## config.mk

```make
export PLATFORM = sky130hd
export DESIGN_NAME = freq_count_sequencer_flat
export DESIGN_NICKNAME = d
export VERILOG_FILES = /design/src/rtl/freq_count_sequencer_if.sv /design/src/rtl/freq_count_sequencer.sv /design/src/flat_wrapper.sv
export SDC_FILE = /design/constraint.sdc
export NUM_CORES = 1
export LEC_CHECK = 0
export ABC_AREA = 0
export BUFFER_PORTS_ARGS = -buffer_cell sky130_fd_sc_hd__buf_2
export CORE_ASPECT_RATIO = 1.25
export CORE_MARGIN = 2
export CORE_UTILIZATION = 40
export CTS_CLUSTER_DIAMETER = 40
export DETAILED_ROUTE_END_ITERATION = 10
export SYNTH_ARGS = -nofsm -noshare
export SYNTH_HDL_FRONTEND = slang
export SYNTH_SLANG_ARGS = --single-unit
```

## constraint.sdc

```tcl
create_clock -name clk -period 5.74 [get_ports clk]
set_clock_uncertainty 0.15 [all_clocks]
set_input_delay 1.722 -clock clk [delete_from_list [all_inputs] [get_ports clk]]
set_output_delay 1.722 -clock clk [all_outputs]
set_load 0.03 [all_outputs]
```

## src/rtl/freq_count_sequencer_if.sv

```systemverilog
// Bundled stream/counter/output signals between freq_count_sequencer and its neighbours.
// master = sequencer side; slave = environment (source, frequency_counter, sink).
interface freq_count_sequencer_if;
  logic [7:0]  in_data;
  logic        in_valid;
  logic        in_last;
  logic        in_ready;

  logic        cnt_clr;
  logic [7:0]  cnt_symbol;
  logic        cnt_load;
  logic        cnt_done;
  logic [7:0]  cnt_addr;
  logic [23:0] cnt_freq;

  logic [7:0]  out_symbol;
  logic [23:0] out_freq;
  logic        out_valid;
  logic        out_last;
  logic        out_ready;

  modport master (
    input  in_data, in_valid, in_last, cnt_done, cnt_freq, out_ready,
    output in_ready, cnt_clr, cnt_symbol, cnt_load, cnt_addr,
           out_symbol, out_freq, out_valid, out_last
  );

  modport slave (
    output in_data, in_valid, in_last, cnt_done, cnt_freq, out_ready,
    input  in_ready, cnt_clr, cnt_symbol, cnt_load, cnt_addr,
           out_symbol, out_freq, out_valid, out_last
  );
endinterface

```

## src/rtl/freq_count_sequencer.sv

```systemverilog
// Sequences a frequency_counter over one frame, then emits non-zero (symbol, freq) pairs in order.
// Optional handshake watchdog enabled by defining FCS_TIMEOUT_EN.
//
// state     | meaning
// ----------+-------------------------------------------------------------
// S_IDLE    | waiting for start
// S_CLEAR   | counter reset pulse, frame statistics zeroed
// S_ACCEPT  | in_ready high, waiting for an input beat
// S_LOAD    | cnt_load held high until the counter acknowledges
// S_RELEASE | waiting for the counter to drop done before the next load
// S_SCAN    | one table entry examined per cycle
// S_EMIT    | pair held on out_* until out_ready
// S_DONE    | one-cycle completion pulse
// S_ERR     | watchdog expired; idle until the next start
module freq_count_sequencer #(
  parameter int unsigned TOTAL_W        = 32,
  parameter int unsigned TIMEOUT_CYCLES = 64
) (
  input  logic                      clk,
  input  logic                      reset_n,
  freq_count_sequencer_if.master    bus,
  input  logic                      start_i,
  output logic [TOTAL_W-1:0]        total_count_o,
  output logic [8:0]                distinct_count_o,
  output logic                      busy_o,
  output logic                      done_o,
  output logic                      err_o
);

  if (TIMEOUT_CYCLES < 1) begin : g_bad_timeout
    $error("TIMEOUT_CYCLES must be at least 1");
  end

  typedef enum logic [3:0] {
    S_IDLE, S_CLEAR, S_ACCEPT, S_LOAD, S_RELEASE, S_SCAN, S_EMIT, S_DONE, S_ERR
  } state_e;

  state_e               state_q, state_d;
  logic [7:0]           cnt_symbol_q, cnt_symbol_d;
  logic                 cnt_load_q, cnt_load_d;
  logic [7:0]           cnt_addr_q, cnt_addr_d;
  logic [7:0]           out_symbol_q, out_symbol_d;
  logic [23:0]          out_freq_q, out_freq_d;
  logic                 out_valid_q, out_valid_d;
  logic                 out_last_q, out_last_d;
  logic [TOTAL_W-1:0]   total_q, total_d;
  logic [8:0]           distinct_q, distinct_d;
  logic [7:0]           max_sym_q, max_sym_d;
  logic                 last_seen_q, last_seen_d;

`ifdef FCS_TIMEOUT_EN
  localparam int unsigned    TMR_W    = (TIMEOUT_CYCLES > 1) ? $clog2(TIMEOUT_CYCLES) : 1;
  localparam logic [TMR_W-1:0] TMR_LOAD = TMR_W'(TIMEOUT_CYCLES - 1);
  logic [TMR_W-1:0] tmr_q, tmr_d;
  logic             err_q, err_d;
`endif

  always_comb begin
    state_d      = state_q;
    cnt_symbol_d = cnt_symbol_q;
    cnt_load_d   = cnt_load_q;
    cnt_addr_d   = cnt_addr_q;
    out_symbol_d = out_symbol_q;
    out_freq_d   = out_freq_q;
    out_valid_d  = out_valid_q;
    out_last_d   = out_last_q;
    total_d      = total_q;
    distinct_d   = distinct_q;
    max_sym_d    = max_sym_q;
    last_seen_d  = last_seen_q;
`ifdef FCS_TIMEOUT_EN
    tmr_d        = tmr_q;
    err_d        = err_q;
`endif

    unique case (state_q)
      S_IDLE: if (start_i) state_d = S_CLEAR;
      S_CLEAR: begin
        total_d     = '0;
        distinct_d  = '0;
        max_sym_d   = '0;
        last_seen_d = 1'b0;
`ifdef FCS_TIMEOUT_EN
        err_d       = 1'b0;
`endif
        state_d     = S_ACCEPT;
      end
      S_ACCEPT: if (bus.in_valid) begin
        cnt_symbol_d = bus.in_data;
        cnt_load_d   = 1'b1;
        if (bus.in_data > max_sym_q) max_sym_d = bus.in_data;
        last_seen_d  = bus.in_last;
        state_d      = S_LOAD;
      end
      S_LOAD: begin
        if (bus.cnt_done) begin
          cnt_load_d = 1'b0;
          if (total_q != '1) total_d = total_q + 1'b1;
          state_d    = S_RELEASE;
        end
`ifdef FCS_TIMEOUT_EN
        else if (tmr_q == '0) begin
          cnt_load_d = 1'b0;
          err_d      = 1'b1;
          state_d    = S_ERR;
        end
`endif
      end
      S_RELEASE: begin
        // Waiting for done to fall guarantees a fresh load edge at the counter.
        if (!bus.cnt_done) begin
          if (last_seen_q) begin
            cnt_addr_d = '0;
            state_d    = S_SCAN;
          end else begin
            state_d    = S_ACCEPT;
          end
        end
`ifdef FCS_TIMEOUT_EN
        else if (tmr_q == '0) begin
          err_d   = 1'b1;
          state_d = S_ERR;
        end
`endif
      end
      S_SCAN: begin
        if (bus.cnt_freq != '0) begin
          out_symbol_d = cnt_addr_q;
          out_freq_d   = bus.cnt_freq;
          out_valid_d  = 1'b1;
          out_last_d   = (cnt_addr_q == max_sym_q);
          distinct_d   = distinct_q + 9'd1;
          state_d      = S_EMIT;
        end else begin
          cnt_addr_d   = cnt_addr_q + 8'd1;
        end
      end
      S_EMIT: if (bus.out_ready) begin
        out_valid_d = 1'b0;
        if (out_last_q) begin
          state_d    = S_DONE;
        end else begin
          cnt_addr_d = cnt_addr_q + 8'd1;
          state_d    = S_SCAN;
        end
      end
      S_DONE: state_d = S_IDLE;
      S_ERR:  if (start_i) state_d = S_CLEAR;
      default: state_d = S_IDLE;
    endcase

`ifdef FCS_TIMEOUT_EN
    // Down-counter reloads on every state change; only LOAD/RELEASE look at terminal count.
    if (state_d != state_q) tmr_d = TMR_LOAD;
    else if (tmr_q != '0)   tmr_d = tmr_q - 1'b1;
`endif
  end

  always_ff @(posedge clk) begin
    if (!reset_n) begin
      state_q      <= S_IDLE;
      cnt_symbol_q <= '0;
      cnt_load_q   <= 1'b0;
      cnt_addr_q   <= '0;
      out_symbol_q <= '0;
      out_freq_q   <= '0;
      out_valid_q  <= 1'b0;
      out_last_q   <= 1'b0;
      total_q      <= '0;
      distinct_q   <= '0;
      max_sym_q    <= '0;
      last_seen_q  <= 1'b0;
`ifdef FCS_TIMEOUT_EN
      tmr_q        <= '0;
      err_q        <= 1'b0;
`endif
    end else begin
      state_q      <= state_d;
      cnt_symbol_q <= cnt_symbol_d;
      cnt_load_q   <= cnt_load_d;
      cnt_addr_q   <= cnt_addr_d;
      out_symbol_q <= out_symbol_d;
      out_freq_q   <= out_freq_d;
      out_valid_q  <= out_valid_d;
      out_last_q   <= out_last_d;
      total_q      <= total_d;
      distinct_q   <= distinct_d;
      max_sym_q    <= max_sym_d;
      last_seen_q  <= last_seen_d;
`ifdef FCS_TIMEOUT_EN
      tmr_q        <= tmr_d;
      err_q        <= err_d;
`endif
    end
  end

  assign bus.in_ready      = (state_q == S_ACCEPT);
  assign bus.cnt_clr       = (state_q == S_CLEAR);
  assign bus.cnt_symbol    = cnt_symbol_q;
  assign bus.cnt_load      = cnt_load_q;
  assign bus.cnt_addr      = cnt_addr_q;
  assign bus.out_symbol    = out_symbol_q;
  assign bus.out_freq      = out_freq_q;
  assign bus.out_valid     = out_valid_q;
  assign bus.out_last      = out_last_q;
  assign total_count_o     = total_q;
  assign distinct_count_o  = distinct_q;
  assign busy_o            = !(state_q inside {S_IDLE, S_DONE, S_ERR});
  assign done_o            = (state_q == S_DONE);
`ifdef FCS_TIMEOUT_EN
  assign err_o             = err_q;
`else
  assign err_o             = 1'b0;
`endif

endmodule

```

## src/flat_wrapper.sv

```systemverilog
// flat-port wrapper written by rule: the top's interface ports become plain ports
module freq_count_sequencer_flat 
#(
  parameter int unsigned TOTAL_W        = 32,
  parameter int unsigned TIMEOUT_CYCLES = 64
)
  (clk, reset_n, start_i, total_count_o, distinct_count_o, busy_o, done_o, err_o, bus_in_data, bus_in_valid, bus_in_last, bus_cnt_done, bus_cnt_freq, bus_out_ready, bus_in_ready, bus_cnt_clr, bus_cnt_symbol, bus_cnt_load, bus_cnt_addr, bus_out_symbol, bus_out_freq, bus_out_valid, bus_out_last);
  freq_count_sequencer_if bus_i ();
  input  logic clk;
  input  logic reset_n;
  input  logic start_i;
  output logic [TOTAL_W-1:0] total_count_o;
  output logic [8:0] distinct_count_o;
  output logic busy_o;
  output logic done_o;
  output logic err_o;
  input wire logic [$bits(bus_i.in_data)-1:0] bus_in_data;
  input wire logic [$bits(bus_i.in_valid)-1:0] bus_in_valid;
  input wire logic [$bits(bus_i.in_last)-1:0] bus_in_last;
  input wire logic [$bits(bus_i.cnt_done)-1:0] bus_cnt_done;
  input wire logic [$bits(bus_i.cnt_freq)-1:0] bus_cnt_freq;
  input wire logic [$bits(bus_i.out_ready)-1:0] bus_out_ready;
  output wire logic [$bits(bus_i.in_ready)-1:0] bus_in_ready;
  output wire logic [$bits(bus_i.cnt_clr)-1:0] bus_cnt_clr;
  output wire logic [$bits(bus_i.cnt_symbol)-1:0] bus_cnt_symbol;
  output wire logic [$bits(bus_i.cnt_load)-1:0] bus_cnt_load;
  output wire logic [$bits(bus_i.cnt_addr)-1:0] bus_cnt_addr;
  output wire logic [$bits(bus_i.out_symbol)-1:0] bus_out_symbol;
  output wire logic [$bits(bus_i.out_freq)-1:0] bus_out_freq;
  output wire logic [$bits(bus_i.out_valid)-1:0] bus_out_valid;
  output wire logic [$bits(bus_i.out_last)-1:0] bus_out_last;
  assign bus_i.in_data = bus_in_data;
  assign bus_i.in_valid = bus_in_valid;
  assign bus_i.in_last = bus_in_last;
  assign bus_i.cnt_done = bus_cnt_done;
  assign bus_i.cnt_freq = bus_cnt_freq;
  assign bus_i.out_ready = bus_out_ready;
  assign bus_in_ready = bus_i.in_ready;
  assign bus_cnt_clr = bus_i.cnt_clr;
  assign bus_cnt_symbol = bus_i.cnt_symbol;
  assign bus_cnt_load = bus_i.cnt_load;
  assign bus_cnt_addr = bus_i.cnt_addr;
  assign bus_out_symbol = bus_i.out_symbol;
  assign bus_out_freq = bus_i.out_freq;
  assign bus_out_valid = bus_i.out_valid;
  assign bus_out_last = bus_i.out_last;
  freq_count_sequencer #(.TOTAL_W(TOTAL_W), .TIMEOUT_CYCLES(TIMEOUT_CYCLES)) u_core (.clk(clk), .reset_n(reset_n), .bus(bus_i), .start_i(start_i), .total_count_o(total_count_o), .distinct_count_o(distinct_count_o), .busy_o(busy_o), .done_o(done_o), .err_o(err_o));
endmodule
```

Word level (Yosys, flattened, before mapping)
Cells that the tools add are included.
- logic and storage cells: 89
- register bits after elaboration: 105
- reductions and logical operators: 21
- equal/unequal tests: 21
- add/sub/neg operators: 3
- muxes and demuxes: 31
- magnitude comparators: 1
- operators with widths (kind ; count):
    32-bit 2-to-1 mux ; 2
    32-bit one-hot mux with 2 select lines ; 1
    8-bit 2-to-1 mux ; 7
    32-bit by 1-bit adder with 32-bit output, second input constant ; 1
    32-bit != test, second input constant ; 1
    4-bit one-hot mux with 7 select lines ; 1
    4-bit 2-to-1 mux ; 6
    8-bit one-hot mux with 3 select lines ; 1
    24-bit nonzero test ; 1
    9-bit one-hot mux with 2 select lines ; 1
    4-bit by 3-bit == test with 1-bit output, second input constant ; 4
    8-bit one-hot mux with 2 select lines ; 1
    2-bit != test, second input constant ; 6
    3-bit AND reduction ; 4
    6-bit AND reduction ; 2
    2-bit by 1-bit != test with 1-bit output, second input constant ; 5
    2-bit nonzero test ; 5
    9-bit by 1-bit adder with 9-bit output, second input constant ; 1
    9-bit 2-to-1 mux ; 1
    8-bit by 1-bit adder with 8-bit output, second input constant ; 1
    4-bit by 2-bit == test with 1-bit output, second input constant ; 2
    8-bit == test ; 1
    8-bit greater-than comparator ; 1
    2-bit AND reduction ; 4
    other kinds (10) ; 17

Longest topological paths before layout
- depth after elaboration: 4
- depth in mapped cells: 8
- depth with buffers taken out: 7

Least setup slack after synthesis
No wires, ideal clock.
- kind: input port to flip-flop
- from: in bus_in_data[5]
- to: reg u_core.max_sym_q[0]
- arrival time: 3.436 ns
- cell stages on the path: 7
- data required time: 5.470 ns
- setup slack: 2.034 ns
- setup time: 0.120 ns
- cells stage by stage: ha_1 a211oi_1 nor2_1 o221a_2 clkbuf_1 o311a_1 a211o_1
- longest elaborated chain between the ends: 3
- RTL lines (what ; line ; source):
    from (decl) ; flat_wrapper.sv:17 ; input wire logic [$bits(bus_i.in_data)-1:0] bus_in_data;
    8-bit greater-than comparator ; freq_count_sequencer.sv:91 ; if (bus.in_data > max_sym_q) max_sym_d = bus.in_data;
    2-bit by 1-bit != test with 1-bit output (no line) ; -- ;
    3-bit AND reduction (no line) ; -- ;
    to (signal assigned) ; freq_count_sequencer.sv:188 ; max_sym_q <= max_sym_d;
    to (decl) ; freq_count_sequencer.sv:48 ; logic [7:0] max_sym_q, max_sym_d;
No other way between the ends.
A chain may end at the register's enable or synchronous reset.

Worst setup path in the final report
- from: reg u_core.state_q[0]
- to: out bus_cnt_clr
- longest elaborated chain between the ends: 1
- RTL lines (what ; line ; source):
    from (decl) ; freq_count_sequencer.sv:38 ; state_e state_q, state_d;
    from (signal assigned) ; freq_count_sequencer.sv:178 ; state_q <= state_d;
    4-bit by 1-bit == test with 1-bit output ; freq_count_sequencer.sv:198 ; assign bus.cnt_clr = (state_q == S_CLEAR);
    to (decl) ; flat_wrapper.sv:24 ; output wire logic [$bits(bus_i.cnt_clr)-1:0] bus_cnt_clr;
No other way between the ends.

==> metrics.md <==
| Metric | Value |
|---|---|
| Final Non-Filler Cells | `941` |
| Cell taking the most area after synthesis | `dfxtp_1` |
| Critical Path RT | `3.87 ns` |
| Number of antenna diodes | `0` |
| CTS tree | `done` |
| H-tree levels | `3` |
| CP Capture Type | `output pin` |
| Fin crit period | `around 4 ns` |
| Worst EP arrival | `2.16 ns` |
| Largest net degree at the start of global routing | `60` |
| Fmax | `about 250 MHz` |
| Via count | `about 5400` |
| Share of layout cells above drive strength 1 | `0.216` |
| Post-CTS sizing | `0` |
| Post-Syn Area | `5230 um2` |
| Final Cycle Share | `0.703` |
| Critical-path top delay cell | `or3b_1` |
| Final wirelength | `roughly 15000 um` |
| Initial core utilization | `0.411` |
| Ys async rst share | `0` |
| Clock latency on the worst-skew pair | `approximately 0.35 ns` |
| RSZ-0062 raised after global routing | `no` |
| WP buf/inv | `2` |
| Crit Path Class | `flop to output pin` |
| EDFF count, synth | `0` |
| Hold Crit Class | `flop to flop` |
| Post-Syn Instances | `661` |
| Max stage delay on crit path | `0.58 ns` |
| Cell with the most instances after synthesis | `nand2_1` |
| Post-synth top area share | `0.398` |
| Final core utilization | `0.491` |
| Gr ovfl total | `0` |
| Area growth syn-to-layout | `19.4%` |
| CORE AREA | `~13000 um2` |
| Cts-stage hold buffer count | `0` |
| Synth Flop Type | `dfxtp_1` |
| Syn Area/Cell | `7.91 um2` |
| Cell count after placement | `925` |
| Reg clk slew, reported paths | `0.07 ns` |
| Clk sink count | `104` |
| Leakage dissipation | `2.52 nW` |
| Initial antenna violation count | `1` |
| Nets | `818` |
| Number of port buffers | `roughly 130` |
| Cell area after layout | `6240 um2` |
| Setup crit start kind | `flop` |
| DR pass1 iterations | `5` |
| First-pass GRT wire length | `25000 um` |
| Post-synth top cells | `122 x nand2_1, 104 x dfxtp_1, 64 x a21oi_1` |
| Dominant cells by area after synthesis | `dfxtp_1 40%, nand2_1 8.8%, a21oi_1 6.1%, o31ai_1 3.6%, nor4_1 3.5%` |
| Syn. warnings | `0` |
| Tot GR Track Use | `0.216` |
| Wire per inst | `16.3 um` |
| Max-Cap Viols | `0` |
| DP Area | `5960 um2` |
| Final setup violation count | `0` |
| Sum Neg Setup Slack | `0 ns` |
| Die Width | `106 um` |
| Number of global-route vias before repair | `5145` |
| Filler cell count in the final layout | `roughly 1300` |
| Sequential area share after synthesis | `0.398` |
| GP Congestion | `0.854` |
| Final HPWL DP | `11000 um` |
| Syn_nets | `slightly above 700` |
| Top cell family by delay on the critical path | `buffers and inverters` |
| Worst Path Max Fanout | `12` |
| Count of final hold-check violations | `0` |
| Rows | `46` |
| I/O pin count | `136` |
| Flop and latch count out of synthesis | `104` |
| Root Driver | `clkbuf_16` |
| Worst setup margin | `1.70 ns` |
| Remaining DRCs | `0` |
| Status | `finished clean` |
| Die Height | `roughly 130 um` |
| Cell Pwr Density | `about 280 nW/um2` |
| Worst Tran Pin Value | `roughly 1.1 ns` |
| Headroom to the max-slew limit | `0.257` |
| Clock buffer count from CTS | `9` |
| Synth unique cells | `60` |
| Initial drt markers | `315` |
| Via density | `5.78` |
| Post-CTS Setup Inserts | `0` |
| Full die area | `14000 um2` |
| Max-slew violations | `0` |
| ANT nets after route | `0` |
| Clock buffer depth | `2` |
| CP Cell Sequence | `or3b_1, inv_1, buf_2` |
| Post-place setup slack | `1.54 ns` |
| Max IR drop VDD | `0.000164 V` |
[final timing paths]
| check | startpoint | endpoint | slack [ns] | depth (start not counted) |
|---|---|---|---|---|
| worst max register to register | u_core.total_count_o[0]$_SDFFE_PN0P_ | u_core.total_count_o[3]$_SDFFE_PN0P_ | 2.49 | 6 |
| worst max-delay path | u_core.state_q[0]$_SDFFE_PN0P_ | bus_cnt_clr | 1.70 | 3 |
| worst min register to register | u_core.bus.out_freq[11]$_SDFFE_PN0P_ | u_core.bus.out_freq[11]$_SDFFE_PN0P_ | 0.31 | 2 |
| worst min-delay path | u_core.bus.out_freq[11]$_SDFFE_PN0P_ | u_core.bus.out_freq[11]$_SDFFE_PN0P_ | 0.31 | 2 |
[layer usage]
layer	GRT usage	up-vias	wire length (um)	part of all wire
li1	-	2684	-	-
met1	0.269	2590	6520	0.42
met5	0	-	0	0
met2	0.366	143	7750	0.50
met3	0.0326	24	751	0.049
met4	0.0936	0	340	0.022
[worst reg2reg max path, stage by stage, from the launching register on]
cell      delay (ns)
dfxtp_1         0.42
ha_1            0.25
nand3_1         0.29
or4_4           0.65
or3_1           0.47
nand2b_1        0.69
o32ai_1         0.18
[flip-flops by register name, indices dropped and copies added, names as in the netlist]
| name | flops |
|---|---|
| u_core.bus.cnt_load | 1 |
| u_core.last_seen_q | 1 |
| u_core.bus.out_freq | 24 |
| u_core.total_count_o | 32 |
| u_core.max_sym_q | 8 |
| u_core.bus.out_symbol | 8 |
| u_core.bus.out_valid | 1 |
| u_core.bus.cnt_symbol | 8 |
| u_core.bus.out_last | 1 |
| u_core.bus.cnt_addr | 8 |
| u_core.state_q | 3 |
| u_core.distinct_count_o | 9 |
[cell usage in the layout, fill, tap and decap left out, types with 3 or more instances in the layout]
cell,n
or3_1,7
o211ai_1,9
inv_2,4
inv_1,14
dfxtp_1,104
mux2i_1,3
o311ai_0,7
buf_4,3
clkinvlp_4,3
ha_1,11
o31ai_1,25
or4_1,8
o2111ai_1,4
and2_1,7
a31oi_1,11
a211o_1,8
o21ai_1,7
nor4_1,29
clkbuf_16,9
nor3_1,8
a21oi_1,64
nand2_1,122
nand2b_1,7
buf_2,134
nand4_1,21
a41oi_1,5
xor2_1,9
and3_1,8
o21ai_0,29
nand3_1,30
nor2_1,21
[layout make-up]
| type | count | area (um2) | area share |
|---|---|---|---|
| multi-input cells | 498 | 2910 | 0.466 |
| clock inverters | 7 | 56.3 | 0.00902 |
| repair buffers | 137 | 693 | 0.111 |
| flip-flops and latches | 104 | 2080 | 0.334 |
| well taps | 168 | 210 | 0.0337 |
| inverters | 18 | 67.6 | 0.0108 |
| clock buffers | 9 | 225 | 0.0361 |
[power by group]
group          leakage [nW]  total [mW]  switching, mW  internal [mW]
clock                 0.130       0.591          0.292          0.299
combinational          1.55       0.383          0.275          0.109
sequential            0.838       0.782         0.0391          0.743
total                  2.52        1.76          0.606           1.15
[logic make-up (layout without fill, tap and decap cells)]
logic type	after synthesis	in the layout	synth area share
AOI/OAI and AO/OA	191	191	0.237
xor gates and xnor gates	11	11	0.0184
adders and majority gates	11	11	0.0263
buffers and inverters	59	171	0.0466
DFF	104	104	0.398
muxes	3	3	0.00574
other	1	1	0.000717
and+or+nand+nor	281	281	0.267
[through the flow]
step	total power, mW	hold slack, ns
floorplan	1.07	0.333
global placement	1.17	0.290
detailed placement	1.18	0.297
CTS	1.77	0.307
global route	1.84	0.321
finish	1.76	0.307
Note: power is estimated with default switching activity, not from simulation.
